$ cat config.mk
export PLATFORM = sky130hd
export DESIGN_NAME = fp16_acc_pipe_flat
export DESIGN_NICKNAME = d
export VERILOG_FILES = /design/src/rtl/fp16_acc_pipe_if.sv /design/src/rtl/fp16_acc_pipe.sv /design/src/flat_wrapper.sv
export SDC_FILE = /design/constraint.sdc
export NUM_CORES = 1
export LEC_CHECK = 0
export CAP_MARGIN = 20
export CELL_PAD_IN_SITES_DETAIL_PLACEMENT = 0
export CELL_PAD_IN_SITES_GLOBAL_PLACEMENT = 1
export CORE_ASPECT_RATIO = 1.1
export CORE_MARGIN = 4
export CORE_UTILIZATION = 45
export DETAILED_ROUTE_END_ITERATION = 8
export PLACE_DENSITY_LB_ADDON = 0.12
export SKIP_CTS_REPAIR_TIMING = 1
export SLEW_MARGIN = 20
export SYNTH_ARGS = -nofsm -noshare
export SYNTH_HDL_FRONTEND = slang
export SYNTH_SLANG_ARGS = --single-unit
$ cat constraint.sdc
create_clock -name clk_59 -period 6.05 [get_ports clk_59]
set_input_delay 1.815 -clock clk_59 [delete_from_list [all_inputs] [get_ports clk_59]]
set_output_delay 1.815 -clock clk_59 [all_outputs]
set_load 0.01 [all_outputs]
$ cat src/rtl/fp16_acc_pipe_if.sv
// Handshake/result bundle between an FP16 product source and fp16_acc_pipe.
// The source side drives clear/valid/product; the accumulator side returns ready, result and status.
interface fp16_acc_pipe_if #(
    parameter int CNT_W = 8
);
    logic             clear_59;
    logic             in_valid_59;
    logic             in_ready_59;
    logic [15:0]      prod_59;
    logic [15:0]      acc_result_59;
    logic             acc_valid_59;
    logic [CNT_W-1:0] term_cnt_59;
    logic             done_59;

    modport master (
        output clear_59, in_valid_59, prod_59,
        input  in_ready_59, acc_result_59, acc_valid_59, term_cnt_59, done_59
    );

    modport slave (
        input  clear_59, in_valid_59, prod_59,
        output in_ready_59, acc_result_59, acc_valid_59, term_cnt_59, done_59
    );
endinterface

$ cat src/rtl/fp16_acc_pipe.sv
// FP16 running-sum accumulator (MAC back-end): align/add/normalise over 4 FSM states, one product per 4 cycles.
// Define FP16_ACC_SAT_EN to saturate overflow to max finite; otherwise overflow yields signed infinity.
//
//  state   | meaning
//  --------+----------------------------------------------------------
//  S_IDLE  | waiting for a product (ready unless done or clearing)
//  S_ALIGN | order acc/product by magnitude, right-shift smaller sig
//  S_ADD   | add or subtract aligned significands
//  S_NORM  | normalise, truncate, write result, pulse acc_valid
module fp16_acc_pipe #(
    parameter int NUM_TERMS = 4,
    parameter int CNT_W     = 8
) (
    input logic            clk_59,
    input logic            reset_59,
    fp16_acc_pipe_if.slave bus
);

    typedef enum logic [1:0] {S_IDLE, S_ALIGN, S_ADD, S_NORM} state_t;

    state_t           r_state;
    state_t           w_state_nxt;
    logic             w_ready;
    logic             w_accept;

    logic [15:0]      r_acc;
    logic [15:0]      r_prod;
    logic             r_valid;
    logic [CNT_W-1:0] r_cnt;
    logic             r_done;

    logic             r_big_sign;
    logic [4:0]       r_big_exp;
    logic [13:0]      r_big_sig;
    logic [13:0]      r_small_sig;
    logic             r_sub;
    logic [14:0]      r_sum;

    assign w_ready = (r_state == S_IDLE) && !r_done && !bus.clear_59;

    always_comb begin
        w_state_nxt = r_state;
        w_accept    = 1'b0;
        case (r_state)
            S_IDLE: begin
                if (bus.in_valid_59 && w_ready) begin
                    w_accept    = 1'b1;
                    w_state_nxt = S_ALIGN;
                end
            end
            S_ALIGN: w_state_nxt = S_ADD;
            S_ADD:   w_state_nxt = S_NORM;
            S_NORM:  w_state_nxt = S_IDLE;
            default: w_state_nxt = S_IDLE;
        endcase
    end

    // Align: an exp==0 operand has zero magnitude and a zero significand, so it drops out of the sum.
    logic [4:0]  w_a_exp, w_b_exp;
    logic        w_a_zero, w_b_zero;
    logic [14:0] w_a_mag, w_b_mag;
    logic [13:0] w_a_sig, w_b_sig;
    logic        w_a_big;
    logic [4:0]  w_big_exp, w_small_exp, w_diff;
    logic [13:0] w_big_sig, w_small_sig, w_small_sh;

    assign w_a_exp     = r_acc[14:10];
    assign w_b_exp     = r_prod[14:10];
    assign w_a_zero    = (w_a_exp == 5'd0);
    assign w_b_zero    = (w_b_exp == 5'd0);
    assign w_a_mag     = {w_a_exp, (w_a_zero ? 10'd0 : r_acc[9:0])};
    assign w_b_mag     = {w_b_exp, (w_b_zero ? 10'd0 : r_prod[9:0])};
    assign w_a_sig     = w_a_zero ? 14'd0 : {1'b1, r_acc[9:0], 3'b000};
    assign w_b_sig     = w_b_zero ? 14'd0 : {1'b1, r_prod[9:0], 3'b000};
    assign w_a_big     = (w_a_mag >= w_b_mag);
    assign w_big_exp   = w_a_big ? w_a_exp : w_b_exp;
    assign w_small_exp = w_a_big ? w_b_exp : w_a_exp;
    assign w_big_sig   = w_a_big ? w_a_sig : w_b_sig;
    assign w_small_sig = w_a_big ? w_b_sig : w_a_sig;
    assign w_diff      = w_big_exp - w_small_exp;
    assign w_small_sh  = (w_diff > 5'd13) ? 14'd0 : (w_small_sig >> w_diff);

    // Normalise: exponent kept signed and wide so underflow/overflow are plain compares.
    logic [3:0]         w_lz;
    logic signed [6:0]  w_n_exp;
    logic [13:0]        w_n_sig;
    logic [15:0]        w_ovf;
    logic [15:0]        w_norm_res;

    always_comb begin
        w_lz = 4'd0;
        for (int i = 0; i < 14; i++) begin
            if (r_sum[i]) w_lz = 4'(13 - i);
        end
    end

    always_comb begin
        if (r_sum[14]) begin
            w_n_exp = 7'({2'b00, r_big_exp}) + 7'sd1;
            w_n_sig = r_sum[14:1];
        end else begin
            w_n_exp = 7'({2'b00, r_big_exp}) - 7'({3'b000, w_lz});
            w_n_sig = 14'(r_sum[13:0] << w_lz);
        end
    end

`ifdef FP16_ACC_SAT_EN
    assign w_ovf = {r_big_sign, 15'h7BFF};
`else
    assign w_ovf = {r_big_sign, 5'h1F, 10'h000};
`endif

    always_comb begin
        w_norm_res = {r_big_sign, 5'(w_n_exp), 10'(w_n_sig >> 3)};
        if (r_sum == 15'd0 || w_n_exp < 7'sd1) w_norm_res = 16'h0000;
        else if (w_n_exp > 7'sd30)             w_norm_res = w_ovf;
    end

    always_ff @(posedge clk_59) begin
        if (!reset_59 || bus.clear_59) begin
            r_state     <= S_IDLE;
            r_acc       <= 16'h0000;
            r_prod      <= 16'h0000;
            r_valid     <= 1'b0;
            r_cnt       <= '0;
            r_done      <= 1'b0;
            r_big_sign  <= 1'b0;
            r_big_exp   <= 5'd0;
            r_big_sig   <= 14'd0;
            r_small_sig <= 14'd0;
            r_sub       <= 1'b0;
            r_sum       <= 15'd0;
        end else begin
            r_state <= w_state_nxt;
            r_valid <= 1'b0;
            if (w_accept) begin
                r_prod <= bus.prod_59;
                r_cnt  <= r_cnt + 1'b1;
            end
            if (r_state == S_ALIGN) begin
                r_big_sign  <= w_a_big ? r_acc[15] : r_prod[15];
                r_big_exp   <= w_big_exp;
                r_big_sig   <= w_big_sig;
                r_small_sig <= w_small_sh;
                r_sub       <= r_acc[15] ^ r_prod[15];
            end
            if (r_state == S_ADD) begin
                r_sum <= r_sub ? ({1'b0, r_big_sig} - {1'b0, r_small_sig})
                               : ({1'b0, r_big_sig} + {1'b0, r_small_sig});
            end
            if (r_state == S_NORM) begin
                r_acc   <= w_norm_res;
                r_valid <= 1'b1;
                r_done  <= (r_cnt == CNT_W'(NUM_TERMS));
            end
        end
    end

    assign bus.in_ready_59   = w_ready;
    assign bus.acc_result_59 = r_acc;
    assign bus.acc_valid_59  = r_valid;
    assign bus.term_cnt_59   = r_cnt;
    assign bus.done_59       = r_done;

endmodule

$ cat src/flat_wrapper.sv
// flat-port wrapper written by rule: the top's interface ports become plain ports
module fp16_acc_pipe_flat 
#(
    parameter int NUM_TERMS = 4,
    parameter int CNT_W     = 8
)
  (clk_59, reset_59, bus_clear_59, bus_in_valid_59, bus_prod_59, bus_in_ready_59, bus_acc_result_59, bus_acc_valid_59, bus_term_cnt_59, bus_done_59);
  fp16_acc_pipe_if #(.CNT_W(CNT_W)) bus_i ();
  input logic clk_59;
  input logic reset_59;
  input wire logic [$bits(bus_i.clear_59)-1:0] bus_clear_59;
  input wire logic [$bits(bus_i.in_valid_59)-1:0] bus_in_valid_59;
  input wire logic [$bits(bus_i.prod_59)-1:0] bus_prod_59;
  output wire logic [$bits(bus_i.in_ready_59)-1:0] bus_in_ready_59;
  output wire logic [$bits(bus_i.acc_result_59)-1:0] bus_acc_result_59;
  output wire logic [$bits(bus_i.acc_valid_59)-1:0] bus_acc_valid_59;
  output wire logic [$bits(bus_i.term_cnt_59)-1:0] bus_term_cnt_59;
  output wire logic [$bits(bus_i.done_59)-1:0] bus_done_59;
  assign bus_i.clear_59 = bus_clear_59;
  assign bus_i.in_valid_59 = bus_in_valid_59;
  assign bus_i.prod_59 = bus_prod_59;
  assign bus_in_ready_59 = bus_i.in_ready_59;
  assign bus_acc_result_59 = bus_i.acc_result_59;
  assign bus_acc_valid_59 = bus_i.acc_valid_59;
  assign bus_term_cnt_59 = bus_i.term_cnt_59;
  assign bus_done_59 = bus_i.done_59;
  fp16_acc_pipe #(.NUM_TERMS(NUM_TERMS), .CNT_W(CNT_W)) u_core (.clk_59(clk_59), .reset_59(reset_59), .bus(bus_i));
endmodule
==> results.toml, run 1 <==
[status]
status = "completed"

[placement]
pre_cts_slack_ns = 0.904
dpl.hpwl_um = 15100
io_buffers = 46
gp_congestion = 0.891

[clock_tree]
clk_latency_ns = 0.36
clk_path_buf_depth = 2
h-tree-depth = 3
cts_tree = "done"
cts_made_buffers = 9
cts_root_buffer = "clkbuf_16"
path_clk_slew_ns = 0.07
cts_sinks = 91

[synth]
synth-edff-count = 0
synth_top_family_by_area = "simple AND/OR/NAND/NOR gates"
synth_commonest_cells = "nand2_1 (119), nor2_1 (110), dfxtp_1 (91), a21oi_1 (63), mux2i_1 (41)"
yosys.area_share.adder_pct = 7.93
synthTopCellsByArea = "dfxtp_1 (28%), ha_1 (7.6%), nand2_1 (6.8%)"
synthMuxAreaShare_pct = 10.9
synth_flop_cell = "dfxtp_1"
yosysTopAreaCell = "dfxtp_1"
synth_warnings = 0
synth_cell_types = 75
syn_area_per_cell_um2 = 7.79
synthCells = 843
syn_area_um2 = 6570
synth_top_area_share_pct = 27.7
ys_seq_elements = 91
ys_seq_area_share_pct = 27.7
synth-compound-area-share_pct = 20.6
synth_xor_area_share_pct = 4.80
yosys.cell_count.top_type = "nand2_1"
synthArstFlopShare_pct = 0
synth_simple_gate_area_share_pct = 22.5
syn_nets = 904

[sta]
grt_setup_unrepaired = "no"
drv_slew = 0
worst_pin_slew_ns = 0.790
fin_crit_ns = 5.23
worst_hold_slack_ns = 0.464
setup_viol = 0
setup_tns_ns = 0
slew_headroom_pct = 47.1
hold_viol = 0
fin_ws_ns = 0.816
period_share_pct = 86.5
fmax_mhz = 191
worst_clock_skew_ns = 0.0155

[finish]
final_core_util_pct = 52.0
nFillCells = 1430
n_antenna_cell = 0
syn2layout_area_growth_pct = 13.9
nets = 919
drive_gt1_share_pct = 6.49

[global_route]
grt_pass1_wl_um = 31500
grt_pass1_vias = 5781
grt_max_degree = 54
grt-ovfl-total = 0
track_usage_pct = 24.2
antenna_found_initial = 0

[drt]
drtIter0Drc = 433
wl_per_cell_um = 18.5
drc = 0
drt_wl_total_um = 19500
firstDrtPassIters = 5
postRouteAntennaNets = 0
via_per_inst = 5.79
dr_total_vias = 6106

[critical_path]
reg2reg_from = "u_core.bus.acc_result_59[11]"
cp_cell_sequence = "nor3_1, nand2_1, nand2_1, inv_1, ha_1, and3b_1, a311o_1, a31oi_4, and3_1, buf_4, a21boi_0, ha_1, inv_1, mux4_2, o22ai_1, nor2_1, or4_1, o211ai_1"
required_ns = 6.33
r2r_cells = 18
criticalPathCategory = "flip-flop to flip-flop"
r2r-end = "u_core.r_small_sig[2]"
worstPathArrival_ns = 5.51
cp_num_cells = 18
cpPeakStageDelay_ns = 0.58
critPathMaxFanout = 23
critPathSlowestCell = "mux4_2"
critPathBufInv = 3
r2r_slack_ns = 0.82
cp-end-kind = "flip-flop"
worstSetupStartpoint = "u_core.bus.acc_result_59[11]"
critPathLaunchType = "flip-flop"
cp_top_family = "simple AND/OR/NAND/NOR gates"
crit_end = "u_core.r_small_sig[2]"

[power_and_ir_drop]
peakVddDrop_v = 0.000134
p_leak_nw = 2.75
power_w = 0.00144
powerDensity_nw_per_um2 = 193

[floorplanning]
start_util_pct = 45.6
die_h_um = 135
die_x_um = 123
dieArea_um2 = 16600
ios = 47
core_um2 = 14400
num_rows = 46

[min_path]
min_delay_path_depth = 2
hp-class = "flip-flop to flip-flop"

[flow_run]
max_cap_violations = 0
==> how the worst min path moves through the flow <==
stage	startpoint	end
after floorplan	u_core.r_prod[0]	u_core.r_prod[0]
after global placement	u_core.r_prod[4]	u_core.r_prod[4]
after detailed placement	u_core.r_prod[1]	u_core.r_prod[1]
after CTS	u_core.r_prod[1]	u_core.r_prod[1]
after global routing	u_core.r_prod[5]	u_core.r_prod[5]
final	u_core.r_prod[1]	u_core.r_prod[1]
==> cells by family (layout without fill, tap and decap cells) <==
group                      after synthesis  in the layout
buffers and inverters                   90            110
and+or+nand+nor                        326            326
muxes                                   58             58
AOI/OAI and AO/OA                      201            201
xor gates and xnor gates                36             36
adders and majority gates               41             41
DFF                                     91             91
==> state kept, by name, summed over array words and instances, names as in the netlist <==
signal and flops:
u_core.r_big_sig 11, u_core.r_big_sign 1, u_core.bus.done_59 1, u_core.r_small_sig 14, u_core.r_big_exp 5, u_core.bus.term_cnt_59 8, u_core.bus.acc_result_59 16, u_core.r_prod 16
u_core.r_sub 1, u_core.r_state 2, u_core.r_sum 15, u_core.bus.acc_valid_59 1
==> routing by layer <==
layer  vias to the layer above  track usage (%)  part of all wire [%]  routed length (um)
li1                       3056                -                     -                   -
met1                      2873             33.2                    46                8950
met2                       151             38.9                    48                9300
met3                        26             3.73                   3.8                 738
met4                         0             8.31                   2.4                 471
met5                         -                0                     0                   0
==> per-stage QoR <==
stage | instances | instance area [um^2]
floorplan | 843 | 6570
global placement | 1038 | 7120
detailed placement | 1038 | 7120
CTS | 1054 | 7460
global route | 1055 | 7480
finish | 1055 | 7480
==> cell usage in the layout (no fill, tap or decap), types with 8 or more instances in the layout <==
master,instances
clkbuf_16,9
buf_4,8
dfxtp_1,91
nor2_1,110
mux2i_1,41
a21oi_1,63
clkdlybuf4s50_1,46
nand2_1,119
ha_1,40
nor4_1,8
xor2_1,13
nand3_1,13
nor2b_1,10
mux4_2,10
a211oi_1,25
nor3_1,16
xnor2_1,23
o21ai_0,29
inv_1,37
==> worst min-delay path, cell delays in order, from the launching register on <==
cell and delay, ns:
dfxtp_1 0.31, nand2_1 0.05, a21oi_1 0.05
==> final cells by class <==
type	count	area (um^2)	share of cell area [%]
clock buffer	9	225	3.01
clock inverter	7	121	1.62
inverter	39	146	1.96
multi-input combinational	662	4390	58.7
sequential	91	1820	24.4
tap	192	240	3.21
timing repair buffer	55	536	7.16
==> report_power, final <==
group / total, W / switching [W] / internal (W)
Combinational: 0.000170 / 0.000103 / 0.0000667
Clock: 0.000662 / 0.000255 / 0.000407
Sequential: 0.000612 / 0.00000698 / 0.000605
No activity file was read; power rests on OpenSTA's default activity.
==> run 2, diff against run 1 <==
--- a/config.mk
+++ b/config.mk
@@ -9,12 +9,13 @@
 export CELL_PAD_IN_SITES_DETAIL_PLACEMENT = 0
 export CELL_PAD_IN_SITES_GLOBAL_PLACEMENT = 1
 export CORE_ASPECT_RATIO = 1.1
-export CORE_MARGIN = 4
+export CORE_MARGIN = 2
 export CORE_UTILIZATION = 45
+export CTS_CLUSTER_SIZE = 24
 export DETAILED_ROUTE_END_ITERATION = 8
 export PLACE_DENSITY_LB_ADDON = 0.12
 export SKIP_CTS_REPAIR_TIMING = 1
-export SLEW_MARGIN = 20
+export SLEW_MARGIN = 0
 export SYNTH_ARGS = -nofsm -noshare
 export SYNTH_HDL_FRONTEND = slang
 export SYNTH_SLANG_ARGS = --single-unit
==> run 2 against run 1 <==
Against the previous run:
- clock skew shrank 0.0058 ns
- core utilization is 0.38 points lower
- critical endpoint unchanged
- final area is 1.1% lower
- critical path depth unchanged
- sequential power hardly changed
- wire length is 1.8% lower
- die area is 6.1% lower
- flip-flop and latch count is the same
- highest routed layer unchanged
- largest power group is now sequential cells
- non-clock buffer count fell by 1
- cell count down 0.19%
- first-iteration DRC count fell by 7.2%
==> results.toml, run 2 (synthesis gave the netlist of run 1 again) <==
[status]
status = "completed"

[drt]
drtIter0Drc = 402
firstDrtPassIters = 5
drt_wl_total_um = 19100
drc = 0
postRouteAntennaNets = 0
via_per_inst = 5.85
wl_per_cell_um = 18.2
dr_total_vias = 6163

[floorplanning]
die_x_um = 119
dieArea_um2 = 15600
die_h_um = 131
num_rows = 46
ios = 47
core_um2 = 14300
start_util_pct = 45.8

[critical_path]
cp_top_family = "simple AND/OR/NAND/NOR gates"
cp_cell_sequence = "nor3_1, nand2_1, nand2_1, inv_1, ha_1, and3b_1, a311o_1, a31oi_4, and3_1, buf_4, a21boi_0, ha_1, inv_1, mux4_2, o22ai_1, nor2_1, or4_1, o211ai_1"
required_ns = 6.32
critPathLaunchType = "flip-flop"
cpPeakStageDelay_ns = 0.57
criticalPathCategory = "flip-flop to flip-flop"
critPathSlowestCell = "mux4_2"
cp-end-kind = "flip-flop"
critPathBufInv = 3
worstPathArrival_ns = 5.44
critPathMaxFanout = 23

[sta]
setup_tns_ns = 0
worst_clock_skew_ns = 0.00972
hold_viol = 0
grt_setup_unrepaired = "no"
fin_crit_ns = 5.18
fmax_mhz = 193
drv_slew = 0
period_share_pct = 85.5
worst_hold_slack_ns = 0.459
slew_headroom_pct = 29.0
setup_viol = 0
worst_pin_slew_ns = 1.07

[clock_tree]
clk_path_buf_depth = 2
cts_tree = "done"
cts_sinks = 91
cts_root_buffer = "clkbuf_16"
h-tree-depth = 3
clk_latency_ns = 0.35
cts_made_buffers = 9
path_clk_slew_ns = 0.06

[power_and_ir_drop]
power.share.switching_pct = 25.1
powerDensity_nw_per_um2 = 179
p_seq_share_pct = 46.3
p_int_w = 0.000988
switching_power_w = 0.000332
peakVddDrop_v = 0.000107
p_leak_nw = 2.71
power_frac_clock_pct = 41.0
comb_power_share_pct = 12.7

[placement]
gp_congestion = 0.888
placed_cell_area_um2 = 7110
io_buffers = 46
dpl.hpwl_um = 14800

[global_route]
grt_pass1_wl_um = 30700
grt_max_degree = 47
antenna_found_initial = 0
grt_pass1_vias = 5785
track_usage_pct = 25.1
grt-ovfl-total = 0

[flow_run]
max_cap_violations = 0

[finish]
syn2layout_area_growth_pct = 12.6
final_cell_mix = "nand2_1 (119), nor2_1 (110), dfxtp_1 (91), a21oi_1 (63), clkdlybuf4s50_1 (46)"
fin_area_um2 = 7390
nFillCells = 1413
drive_gt1_share_pct = 5.92
nets = 918
final_common_cell = "nand2_1"
n_antenna_cell = 0

[min_path]
hp-class = "flip-flop to flip-flop"
==> run 2: area by class of cell <==
class	count	area, um^2	share of cell area (%)
sequential	91	1820	24.6
inverter	39	146	1.98
multi-input combinational	662	4390	59.4
timing repair buffer	54	520	7.04
tap	192	240	3.25
clock buffer	12	236	3.20
clock inverter	3	40.0	0.541
==> run 2: through the flow <==
stage                     setup slack, ns  utilization (%)  std cells  total power (W)
final                               0.875             51.6       1053          0.00132
after global routing                0.540             51.6       1053          0.00138
after floorplan                      1.55                -        843         0.000748
after global placement               1.03             49.6       1037         0.000789
after CTS                           0.893             51.5       1052          0.00134
after detailed placement            0.926             49.6       1037         0.000791
==> run 2: worst paths after layout <==
kind | from | endpoint | slack, ns | cells after the start
worst min register to register | u_core.r_prod[4] | u_core.r_prod[4] | 0.46 | 2
worst max register to register | u_core.bus.acc_result_59[10] | u_core.r_small_sig[2] | 0.87 | 18
worst max-delay path | u_core.bus.acc_result_59[10] | u_core.r_small_sig[2] | 0.87 | 18
worst min-delay path | u_core.r_prod[4] | u_core.r_prod[4] | 0.46 | 2
==> run 2: power by group through the flow <==
| stage | registers (W) | clock network (W) | logic [W] |
|---|---|---|---|
| 6_report | 0.000612 | 0.000541 | 0.000167 |
| 5_1_grt | 0.000612 | 0.000582 | 0.000185 |
| 4_1_cts | 0.000612 | 0.000557 | 0.000167 |
| 3_5_place_dp | 0.000625 | 0 | 0.000166 |
| 3_3_place_gp | 0.000625 | 0 | 0.000164 |
| 2_1_floorplan | 0.000622 | 0 | 0.000125 |
==> run 2: layer usage <==
layer  part of all wire (%)  vias to the layer above  routed length [um]  global-route usage [%]
li1                       -                     3037                   -                       -
met1                     45                     2892                8540                    32.7
met2                     48                      202                9090                    41.8
met3                    4.5                       32                 861                    4.12
met4                    3.3                        0                 635                    10.5
met5                      0                        -                   0                       0
==> run 2: worst reg2reg max path, delay by kind of cell (launching register included) <==
family	cells	cell delay, ns
AO/OA/AOI/OAI	5	1.01
buffers and inverters	3	0.78
flip-flops	1	0.37
adder cells (fa/ha/maj)	2	0.79
multiplexers	1	0.57
AND/OR/NAND/NOR	7	1.57
==> run 3, diff against run 2 <==
--- a/config.mk
+++ b/config.mk
@@ -8,7 +8,6 @@
 export CAP_MARGIN = 20
 export CELL_PAD_IN_SITES_DETAIL_PLACEMENT = 0
 export CELL_PAD_IN_SITES_GLOBAL_PLACEMENT = 1
-export CORE_ASPECT_RATIO = 1.1
 export CORE_MARGIN = 2
 export CORE_UTILIZATION = 45
 export CTS_CLUSTER_SIZE = 24
==> run 3 against run 2 <==
Against the previous run:
- die area is essentially flat
- cell count shrank 0.66%
- first-iteration DRC count grew 14%
- final area grew 0.85%
- global-route usage shrank 0.58 points
- sequential share of layout area shrank 0.21 points
- via count shrank 1.2%
==> results.toml, run 3 (synthesis gave the netlist of run 1 again) <==
[sta]
fin_crit_ns = 5.18
fmax_mhz = 193
grt_setup_unrepaired = "no"
worst_pin_slew_ns = 1.11
setup_viol = 0
slew_headroom_pct = 25.3
worst_clock_skew_ns = 0.00770
drv_slew = 0
hold_viol = 0
setup_tns_ns = 0
fin_ws_ns = 0.872
period_share_pct = 85.6

[drt]
firstDrtPassIters = 5
drc = 0
postRouteAntennaNets = 0
via_per_inst = 5.82
drt_wl_total_um = 19000
wl_per_cell_um = 18.2
drtIter0Drc = 458
dr_total_vias = 6089

[critical_path]
cp_cell_sequence = "nor3_1, nand2_1, nand2_1, inv_1, ha_1, and3b_1, a311o_1, a31oi_4, and3_1, buf_4, a21boi_0, ha_1, inv_1, mux4_2, o22ai_1, nor2_1, or4_1, o211ai_1"
required_ns = 6.32
critPathLaunchType = "flip-flop"
critPathSlowestCell = "mux4_2"
critPathMaxFanout = 23
cp_top_family = "simple AND/OR/NAND/NOR gates"
cpPeakStageDelay_ns = 0.58
worstPathArrival_ns = 5.45
cp-end-kind = "flip-flop"
critPathBufInv = 3
criticalPathCategory = "flip-flop to flip-flop"

[finish]
syn2layout_area_growth_pct = 13.6
fin_area_um2 = 7460
final_cell_mix = "nand2_1 (119), nor2_1 (110), dfxtp_1 (91), a21oi_1 (63), clkdlybuf4s50_1 (46)"
nFillCells = 1390
drive_gt1_share_pct = 6.26
nets = 918
final_common_cell = "nand2_1"
finalNonFillerCells = 1046
n_antenna_cell = 0

[placement]
pre_cts_slack_ns = 0.886
dpl.hpwl_um = 14800
placed_cell_area_um2 = 7100
io_buffers = 46
placed_cells = 1029
gp_congestion = 0.898

[floorplanning]
dieArea_um2 = 15600
start_util_pct = 45.7
core_um2 = 14400
die_h_um = 125
die_x_um = 125
ios = 47
num_rows = 44

[global_route]
grt_max_degree = 54
grt-ovfl-total = 0
track_usage_pct = 24.6
grt_pass1_wl_um = 30800
grt_pass1_vias = 5641
antenna_found_initial = 0

[clock_tree]
cts_root_buffer = "clkbuf_16"
clk_path_buf_depth = 2
cts_sinks = 91
clk_latency_ns = 0.35
cts_made_buffers = 9
cts_tree = "done"
h-tree-depth = 3
path_clk_slew_ns = 0.06

[power_and_ir_drop]
p_leak_nw = 2.74
peakVddDrop_v = 0.000127
powerDensity_nw_per_um2 = 187

[flow_run]
max_cap_violations = 0

[status]
status = "completed"

[min_path]
hp-class = "flip-flop to flip-flop"
## run 3: cell type report
type / instances / area, um^2 / share of cell area (%)
clock inverters: 4 / 72.6 / 0.973
clock buffers: 12 / 256 / 3.44
well taps: 184 / 230 / 3.09
flip-flops and latches: 91 / 1820 / 24.4
repair buffers: 54 / 541 / 7.25
multi-input cells: 662 / 4390 / 58.9
inverters: 39 / 146 / 1.96
## run 3: tightest hold or removal path: stages (launching register included)
cell and delay [ns]:
dfxtp_1 0.31, nand2_1 0.05, a21oi_1 0.05
## run 3: path summary, 6_finish.rpt
| path | slack, ns | startpoint | cells after the start | end |
|---|---|---|---|---|
| min | 0.46 | u_core.r_prod[8] | 2 | u_core.r_prod[8] |
| max reg2reg | 0.87 | u_core.bus.acc_result_59[10] | 18 | u_core.r_small_sig[2] |
| min reg2reg | 0.46 | u_core.r_prod[8] | 2 | u_core.r_prod[8] |
| max | 0.87 | u_core.bus.acc_result_59[10] | 18 | u_core.r_small_sig[2] |
## run 3: where the power goes
part | switching [W] | total, W | internal (W)
logic | 0.000101 | 0.000167 | 0.0000663
clock network | 0.000234 | 0.000618 | 0.000384
registers | 0.00000706 | 0.000612 | 0.000605
## run 3: through the flow
stage / util [%] / total power [W] / hold WS [ns]
after floorplan: - / 0.000748 / 0.437
after global placement: 49.4 / 0.000789 / 0.447
after detailed placement: 49.4 / 0.000791 / 0.455
after CTS: 51.7 / 0.00141 / 0.465
after global routing: 51.9 / 0.00146 / 0.484
final: 51.9 / 0.00140 / 0.464
## run 3: per-layer routing
| layer | track usage [%] | vias to the layer above | wire, um |
|---|---|---|---|
| met3 | 3.74 | 25 | 717 |
| met1 | 34.0 | 2885 | 9120 |
| li1 | - | 3048 | - |
| met5 | 0 | - | 0 |
| met2 | 38.6 | 131 | 8680 |
| met4 | 9.39 | 0 | 509 |
